### config.mk
export PLATFORM = sky130hd
export DESIGN_NAME = timer_hms_param
export DESIGN_NICKNAME = d
export VERILOG_FILES = /design/src/rtl/timer_hms_param.sv
export SDC_FILE = /design/constraint.sdc
export NUM_CORES = 1
export LEC_CHECK = 0
export CAP_MARGIN = 5
export CORE_UTILIZATION = 40
export DETAILED_ROUTE_END_ITERATION = 10
export GPL_ROUTABILITY_DRIVEN = 1
export GPL_TIMING_DRIVEN = 1
export HOLD_SLACK_MARGIN = 0.12
export SETUP_SLACK_MARGIN = 0.15
export SLEW_MARGIN = 20
export SYNTH_ARGS = -nofsm -noshare
export SYNTH_HDL_FRONTEND = slang
export SYNTH_SLANG_ARGS = --single-unit
export TNS_END_PERCENT = 10
### constraint.sdc
create_clock -name clk_i -period 2.9 [get_ports clk_i]
set_clock_uncertainty 0.2 [all_clocks]
set_input_delay 0.725 -clock clk_i [delete_from_list [all_inputs] [get_ports clk_i]]
set_output_delay 0.725 -clock clk_i [all_outputs]
set_load 0.01 [all_outputs]
### src/rtl/timer_hms_param.sv
// rtl/timer_hms_param.sv - parametrised hours:minutes:seconds timer with prescaler, up/down, preset and alarm
//
// Ports:
//   clk_i, reset_ni              clock (rising edge), asynchronous active-low reset
//   en_i, down_i                 run enable, count direction (1 = down)
//   load_i, alarm_we_i           preset time / write alarm from load_* buses
//   load_sec_i/min_i/hour_i      preset or alarm value (clamped into range)
//   sec_o, min_o, hour_o         current time
//   tick_o, wrap_o, alarm_o      one-cycle event pulses, aligned with the new time
//   expired_o                    level, down-count held at 00:00:00
module timer_hms_param #(
    parameter int TICK_DIV = 100,
    parameter int HOUR_MOD = 24,
    parameter int W        = 6
) (
    input  logic         clk_i,
    input  logic         reset_ni,
    input  logic         en_i,
    input  logic         down_i,
    input  logic         load_i,
    input  logic         alarm_we_i,
    input  logic [W-1:0] load_sec_i,
    input  logic [W-1:0] load_min_i,
    input  logic [W-1:0] load_hour_i,
    output logic [W-1:0] sec_o,
    output logic [W-1:0] min_o,
    output logic [W-1:0] hour_o,
    output logic         tick_o,
    output logic         wrap_o,
    output logic         alarm_o,
    output logic         expired_o
);

    localparam int            PW         = (TICK_DIV > 1) ? $clog2(TICK_DIV) : 1;
    localparam logic [PW-1:0] PRESC_LAST = PW'(TICK_DIV - 1);
    localparam logic [W-1:0]  MAX_MS     = W'(59);
    localparam logic [W-1:0]  MAX_H      = W'(HOUR_MOD - 1);

    logic [PW-1:0] presc;
    logic [W-1:0]  alarm_sec, alarm_min, alarm_hour;
    logic          alarm_armed;

    logic [W-1:0]  cl_sec, cl_min, cl_hour;
    logic [W-1:0]  nxt_sec, nxt_min, nxt_hour;
    logic          tick, at_zero, at_top, advance, nxt_zero, cl_zero, nxt_is_alarm;

    function automatic logic [W-1:0] clamp(input logic [W-1:0] v, input logic [W-1:0] lim);
        return (v > lim) ? lim : v;
    endfunction

    assign cl_sec  = clamp(load_sec_i, MAX_MS);
    assign cl_min  = clamp(load_min_i, MAX_MS);
    assign cl_hour = clamp(load_hour_i, MAX_H);
    assign cl_zero = (cl_sec == '0) && (cl_min == '0) && (cl_hour == '0);

    // Load owns the cycle: the prescaler does not run and no tick is produced.
    assign tick    = en_i && !load_i && (presc == PRESC_LAST);
    assign at_zero = (sec_o == '0) && (min_o == '0) && (hour_o == '0);
    assign at_top  = (sec_o == MAX_MS) && (min_o == MAX_MS) && (hour_o == MAX_H);
    // A down tick at 00:00:00 is swallowed: time holds and no tick_o.
    assign advance = tick && !(down_i && at_zero);

    always_comb begin
        nxt_sec  = sec_o;
        nxt_min  = min_o;
        nxt_hour = hour_o;
        if (!down_i) begin
            if (sec_o == MAX_MS) begin
                nxt_sec = '0;
                if (min_o == MAX_MS) begin
                    nxt_min  = '0;
                    nxt_hour = (hour_o == MAX_H) ? '0 : hour_o + 1'b1;
                end else begin
                    nxt_min = min_o + 1'b1;
                end
            end else begin
                nxt_sec = sec_o + 1'b1;
            end
        end else if (!at_zero) begin
            if (sec_o == '0) begin
                nxt_sec = MAX_MS;
                if (min_o == '0) begin
                    nxt_min  = MAX_MS;
                    nxt_hour = hour_o - 1'b1;
                end else begin
                    nxt_min = min_o - 1'b1;
                end
            end else begin
                nxt_sec = sec_o - 1'b1;
            end
        end
    end

    assign nxt_zero     = (nxt_sec == '0) && (nxt_min == '0) && (nxt_hour == '0);
    assign nxt_is_alarm = (nxt_sec == alarm_sec) && (nxt_min == alarm_min) && (nxt_hour == alarm_hour);

    always_ff @(posedge clk_i or negedge reset_ni) begin
        if (!reset_ni) begin
            presc       <= '0;
            sec_o       <= '0;
            min_o       <= '0;
            hour_o      <= '0;
            alarm_sec   <= '0;
            alarm_min   <= '0;
            alarm_hour  <= '0;
            alarm_armed <= 1'b0;
            tick_o      <= 1'b0;
            wrap_o      <= 1'b0;
            alarm_o     <= 1'b0;
            expired_o   <= 1'b0;
        end else begin
            tick_o  <= 1'b0;
            wrap_o  <= 1'b0;
            alarm_o <= 1'b0;

            if (alarm_we_i) begin
                alarm_sec   <= cl_sec;
                alarm_min   <= cl_min;
                alarm_hour  <= cl_hour;
                alarm_armed <= 1'b1;
            end

            if (load_i) begin
                presc  <= '0;
                sec_o  <= cl_sec;
                min_o  <= cl_min;
                hour_o <= cl_hour;
                if (!cl_zero) begin
                    expired_o <= 1'b0;
                end
            end else if (en_i) begin
                presc <= (presc == PRESC_LAST) ? '0 : presc + 1'b1;
                if (advance) begin
                    sec_o   <= nxt_sec;
                    min_o   <= nxt_min;
                    hour_o  <= nxt_hour;
                    tick_o  <= 1'b1;
                    wrap_o  <= !down_i && at_top;
                    alarm_o <= alarm_armed && nxt_is_alarm;
                end
                // Covers both reaching zero and a swallowed tick at zero.
                if (tick && down_i && nxt_zero) begin
                    expired_o <= 1'b1;
                end
            end

            // Switching to up-count always releases the expired state.
            if (!down_i) begin
                expired_o <= 1'b0;
            end
        end
    end

endmodule

# After elaboration in Yosys (flattened, before gate mapping)

Index checks and enable logic that the tools add are counted.

Bits in registers: 48
Input bits: 24
Output and inout bits: 22
Logic and storage cells: 112

Add/subtract/negate cells: 7
$lt $le $gt $ge: 3
Equal/unequal tests: 10
Multiplexer cells: 46
Reductions and logical operators: 34

Operators with widths:

| kind                | number |
|---|---|
| $mux 6              | 29 |
| $logic_not 6->1     | 9 |
| $mux 7              | 3 |
| $add 6x1->6 const B | 3 |
| $eq 6x6->1          | 3 |
| $logic_and 1x1->1   | 18 |
| $sub 6x1->6 const B | 3 |
| $mux 1              | 14 |
| $eq 6x6->1 const B  | 2 |
| $gt 6x6->1 const B  | 2 |
| $add 7x1->7 const B | 1 |
| $eq 7x7->1 const B  | 1 |
| $eq 6x5->1 const B  | 1 |
| $gt 6x5->1 const B  | 1 |
| $reduce_bool 2->1   | 2 |
| $logic_not 1->1     | 3 |
| $ne 3x1->1 const B  | 1 |
| $ne 3x2->1 const B  | 1 |
| $ne 3x3->1 const B  | 1 |
| $reduce_and 3->1    | 1 |
| $reduce_and 2->1    | 1 |

# Longest topological paths before layout

Word-level depth: 13
Depth in mapped cells: 12
Gate-level depth less buffers: 11

# Worst setup path before layout

Ideal clock, no wire load.

Kind: register to register
From: register sec_o[1]
To: register alarm_o
Setup time: 96 ps
Arrival: 2638 ps
Required time: 2604 ps
Path slack: -33 ps
Stages on the path, launching flop included: 12
Path buffers: 1
Period minus slack after synthesis: 2933 ps
Cell sequence: dfrtp_1 -> clkbuf_1 -> inv_1 -> ha_1 -> nor2b_1 -> a2111oi_0 -> a21oi_2 -> o31ai_1 -> xor2_1 -> a2111oi_2 -> nand4_1 -> nor4_2

Cells in the longest elaborated chain, start to end: 12
Elaborated cells on any way between the ends: 30
Those cells by class: 2 x add/sub; 4 x eq/ne; 15 x mux; 9 x reduce/logical

RTL lines:

| what                                                                | line | text |
|---|---|---|
| start, declared                                                     | 25   | `output logic [W-1:0] sec_o,` |
| start signal, assigned                                              | 125  | `sec_o <= cl_sec;` |
| start signal, assigned                                              | 134  | `sec_o <= nxt_sec;` |
| parallel branches: the longest is 9 deep, another holds $sub 6x1->6 | --   |  |
| $mux 1 (*)                                                          | 133  | `if (advance) begin` |
| $mux 1 (*)                                                          | 131  | `end else if (en_i) begin` |
| $mux 1 (*)                                                          | 123  | `if (load_i) begin` |
| end signal, assigned                                                | 139  | `alarm_o <= alarm_armed && nxt_is_alarm;` |
| end, declared                                                       | 30   | `output logic alarm_o,` |

Every way passes the cells marked *.
A chain may end at the register's enable or synchronous reset.

# Worst setup path in the final report

From: register min_o[1]
To: register alarm_o

Cells in the longest elaborated chain, start to end: 12
Elaborated cells on any way between the ends: 32
Those cells by class: 2 x add/sub; 4 x eq/ne; 17 x mux; 9 x reduce/logical

RTL lines:

| what                                           | line       | text |
|---|---|---|
| start, declared                                | 26         | `output logic [W-1:0] min_o,` |
| start signal, assigned                         | 126        | `min_o <= cl_min;` |
| start signal, assigned                         | 135        | `min_o <= nxt_min;` |
| $sub 6x1->6 or $logic_not 6->1 (tied branches) | 86, 58, 82 |  |
| $mux 6 or $logic_and 1x1->1 (tied branches)    | 82, 58     |  |
| $mux 6 or $logic_and 1x1->1 (tied branches)    | 80, 58     |  |
| $mux 6                                         | 79         | `end else if (!at_zero) begin` |
| $mux 6                                         | 67         | `if (!down_i) begin` |
| $eq 6x6->1                                     | 95         | `assign nxt_is_alarm = (nxt_sec == alarm_sec) && (nxt_min == alarm_min) && (nxt_hour == alarm_hour);` |
| $logic_and 1x1->1 (2 in a row)                 | 95         |  |
| $logic_and 1x1->1                              | 139        |  |
| $mux 1 (*)                                     | 133        |  |
| $mux 1 (*)                                     | 131        |  |
| $mux 1 (*)                                     | 123        |  |

Every way passes the cells marked *; elsewhere a longest branch is shown, timed or not.

==> impl_metrics.ini <==
[cells_and_area]
drive_gt1_frac = 0.291
finalInstanceArea_sq_um = 5210
final_common_cell = buf_4
syn2layout_area_growth_pct = 38.4
final_cell_mix = 79 x buf_4, 44 x dfrtp_1, 43 x clkdlybuf4s50_1
diodes = 0
nNetsFinal = 584

[clocking]
cts_buffers = 5
clock_latency_ns = 0.30
clockBufferDepth = 2
cts.sinks = 48
clock-root-buffer = clkbuf_8
htree_levels = 2
clk_pin_slew_ns = 0.10
hold_buffers = 0
cts_tree = built

[pwr]
power.internal_uw = 1310
sw_frac_of_total = 0.342
power_density_nw_per_um2 = 383
p_leak_uw = 0.00209
pwr-share-comb = 0.365
power.switching_uw = 683
p_seq_frac = 0.387
irDropWorstVdd_mv = 0.212
pwr-share-clk = 0.248

[floorplanning]
rows = 35
chipWidth_microns = 99.0
dieHeight_microns = 99.0
ios = 46
core_sq_um = 9200
start_util = 0.409
dieArea_sq_um = 9800

[logic_synthesis]
synth_top_family_by_area = simple AND/OR/NAND/NOR gates
yosys_warnings = 0
seq_area_frac_synth = 0.319
synth_fa_ha_area_frac = 0.0266
synthArstFlopShare = 1.00
synth_seq_cells = 48
synth.distinct_cells = 79
synth_area_per_cell_sq_um = 8.38
synth.cell_area_sq_um = 3760
synthMuxAreaShare = 0.0343
syn_nets = 481
yosys.area_share.simple = 0.267
synth_xor_area_frac = 0.0489
synth_compound_area_frac = 0.240
synth_edf_count = 0
synthCells = 449
synth_ff_type = dfrtp_1

[worst_hold_path]
hold_class = primary input to async pin

[grt]
grt_pass1_wl_microns = 20300
antenna_found_initial = 0
grt_max_degree = 28
met1_usage = 0.386
grt_use_met2 = 0.430
grt_pass1_vias = 3747
grt_use_met3 = 0.0284
track_usage = 0.269
top_usage_layer = met2
grt.overflow.total = 0

[drt]
drc = 0
dr.pass1.iters = 7
ant_nets = 0
vias = 3956
drt_wl_total_microns = 12900
vias_per_cell = 5.96
detail_route.iter0.violations = 300
wl_per_cell_microns = 19.4

[critical_path]
startpoint_type = flip-flop
end_kind = flip-flop
r2r-start = min_o[1]
required_ns = 2.90
rr_worst_depth = 11
critPathLaunch = min_o[1]
path_class = flip-flop to flip-flop
critPathArrivalTime_ns = 2.89
cp_max_fo = 4

[sta]
setup_slack_ns = 0.0126
finalMaxSlewViolations = 0
finalHoldViolCount = 0
rsz0062_at_grt = yes
fmax_mhz = 346
tns_ns = 0
tightest_slew_ns = 0.630
post-route-period-util = 0.996
relSlewSlack = 0.580
setup_viol_count_final = 0
period_minus_slack_ns = 2.89

[placed_design]
place_ws_ns = -0.273
placed_area_sq_um = 4750
io_buffer_count = 45
gp_congestion = 0.953
dp_hpwl_microns = 9890

[run_status]
status = finished, final reports clean

[flow_run]
drv_cap = 0
## kinds of logic (layout without fill, tap and decap cells)
group           Yosys count  count (layout)
simple gates            177             177
compound gates          131             131
buf+inv                  52             156
flops                    48              48
xor+xnor                 21              21
mux                      12              12
fa+ha+maj                 8               8
## final cells by class
| class | count | area, sq um |
|---|---|---|
| Fill cell | 858 | 3990 |
| Multi-Input combinational cell | 349 | 2560 |
| Sequential cell | 48 | 1210 |
| Timing Repair Buffer | 129 | 1110 |
| Tap cell | 111 | 139 |
| Inverter | 19 | 71.3 |
| Clock buffer | 5 | 68.8 |
| Clock inverter | 3 | 42.5 |
## registers in the layout, summed over array words and instances, names as in the netlist
name	count
alarm_armed	1
alarm_hour	6
alarm_min	6
alarm_o	1
alarm_sec	6
expired_o	1
hour_o	6
min_o	6
presc	7
sec_o	6
tick_o	1
wrap_o	1
## power groups by stage
stage	Sequential (uW)	Clock, uW	Combinational, uW
floorplan	777	0	355
global placement	779	0	644
detailed placement	780	0	647
CTS	769	502	698
global route	777	530	782
finish	772	495	728
## stage by stage
step                      hold WS (ns)   util  power (uW)  cells
after floorplan                  0.229      -        1130    449
after global routing             0.268  0.566        2090    664
after global placement           0.256  0.516        1420    642
final                            0.223  0.566        1990    664
after CTS                        0.237  0.547        1970    657
after detailed placement         0.256  0.516        1430    642
## what timing repair did
action / in CTS / in global routing
pin swaps: 12 / 7
endpoints found under the hold margin: 0 / 0
buffers inserted: 7 / 7
resized for setup: 23 / 26
endpoints found under the setup margin: 5 / 15
## synthesized netlist by cell type (8+ instances only)
cell type,n,area [sq um]
nor3_1,15,75.1
xnor2_1,14,123
dfrtp_1,48,1200
inv_1,17,63.8
nand3_1,24,120
ha_1,8,100
nor4_1,10,62.6
nand2_1,40,150
clkbuf_1,14,52.6
and3_1,8,50.1
nand4_1,12,75.1
a21oi_1,21,105
o21ai_0,35,175
nor2_1,29,109
buf_2,11,55.1
## final timing paths
| path | slack, ns | end |
|---|---|---|
| setup / recovery | 0.01 | alarm_o |
| hold / removal | 0.22 | wrap_o |
| setup reg to reg | 0.01 | alarm_o |
| hold reg to reg | 0.28 | alarm_armed |
| max in group asynchronous | 1.73 | alarm_sec[3] |
| min in group clk_i | 0.28 | alarm_armed |
## per-layer routing
metal / part of all wire / wire length, microns / up-vias
met5: 0 / 0 / -
met4: 0.022 / 279 / 0
met3: 0.057 / 737 / 24
met2: 0.45 / 5860 / 152
met1: 0.47 / 6040 / 1888
li1: - / - / 1892
## worst max-delay path, cell delays in order (launching register included)
cell and delay [ns]:
dfrtp_1 0.38, inv_1 0.10, ha_2 0.20, nor3b_4 0.26, and4_4 0.29, buf_6 0.10
a21oi_2 0.04, a211o_1 0.39, buf_4 0.17, a311oi_1 0.25, nand4_1 0.14, nor4_2 0.26
No activity file was read; power rests on OpenSTA's default activity.
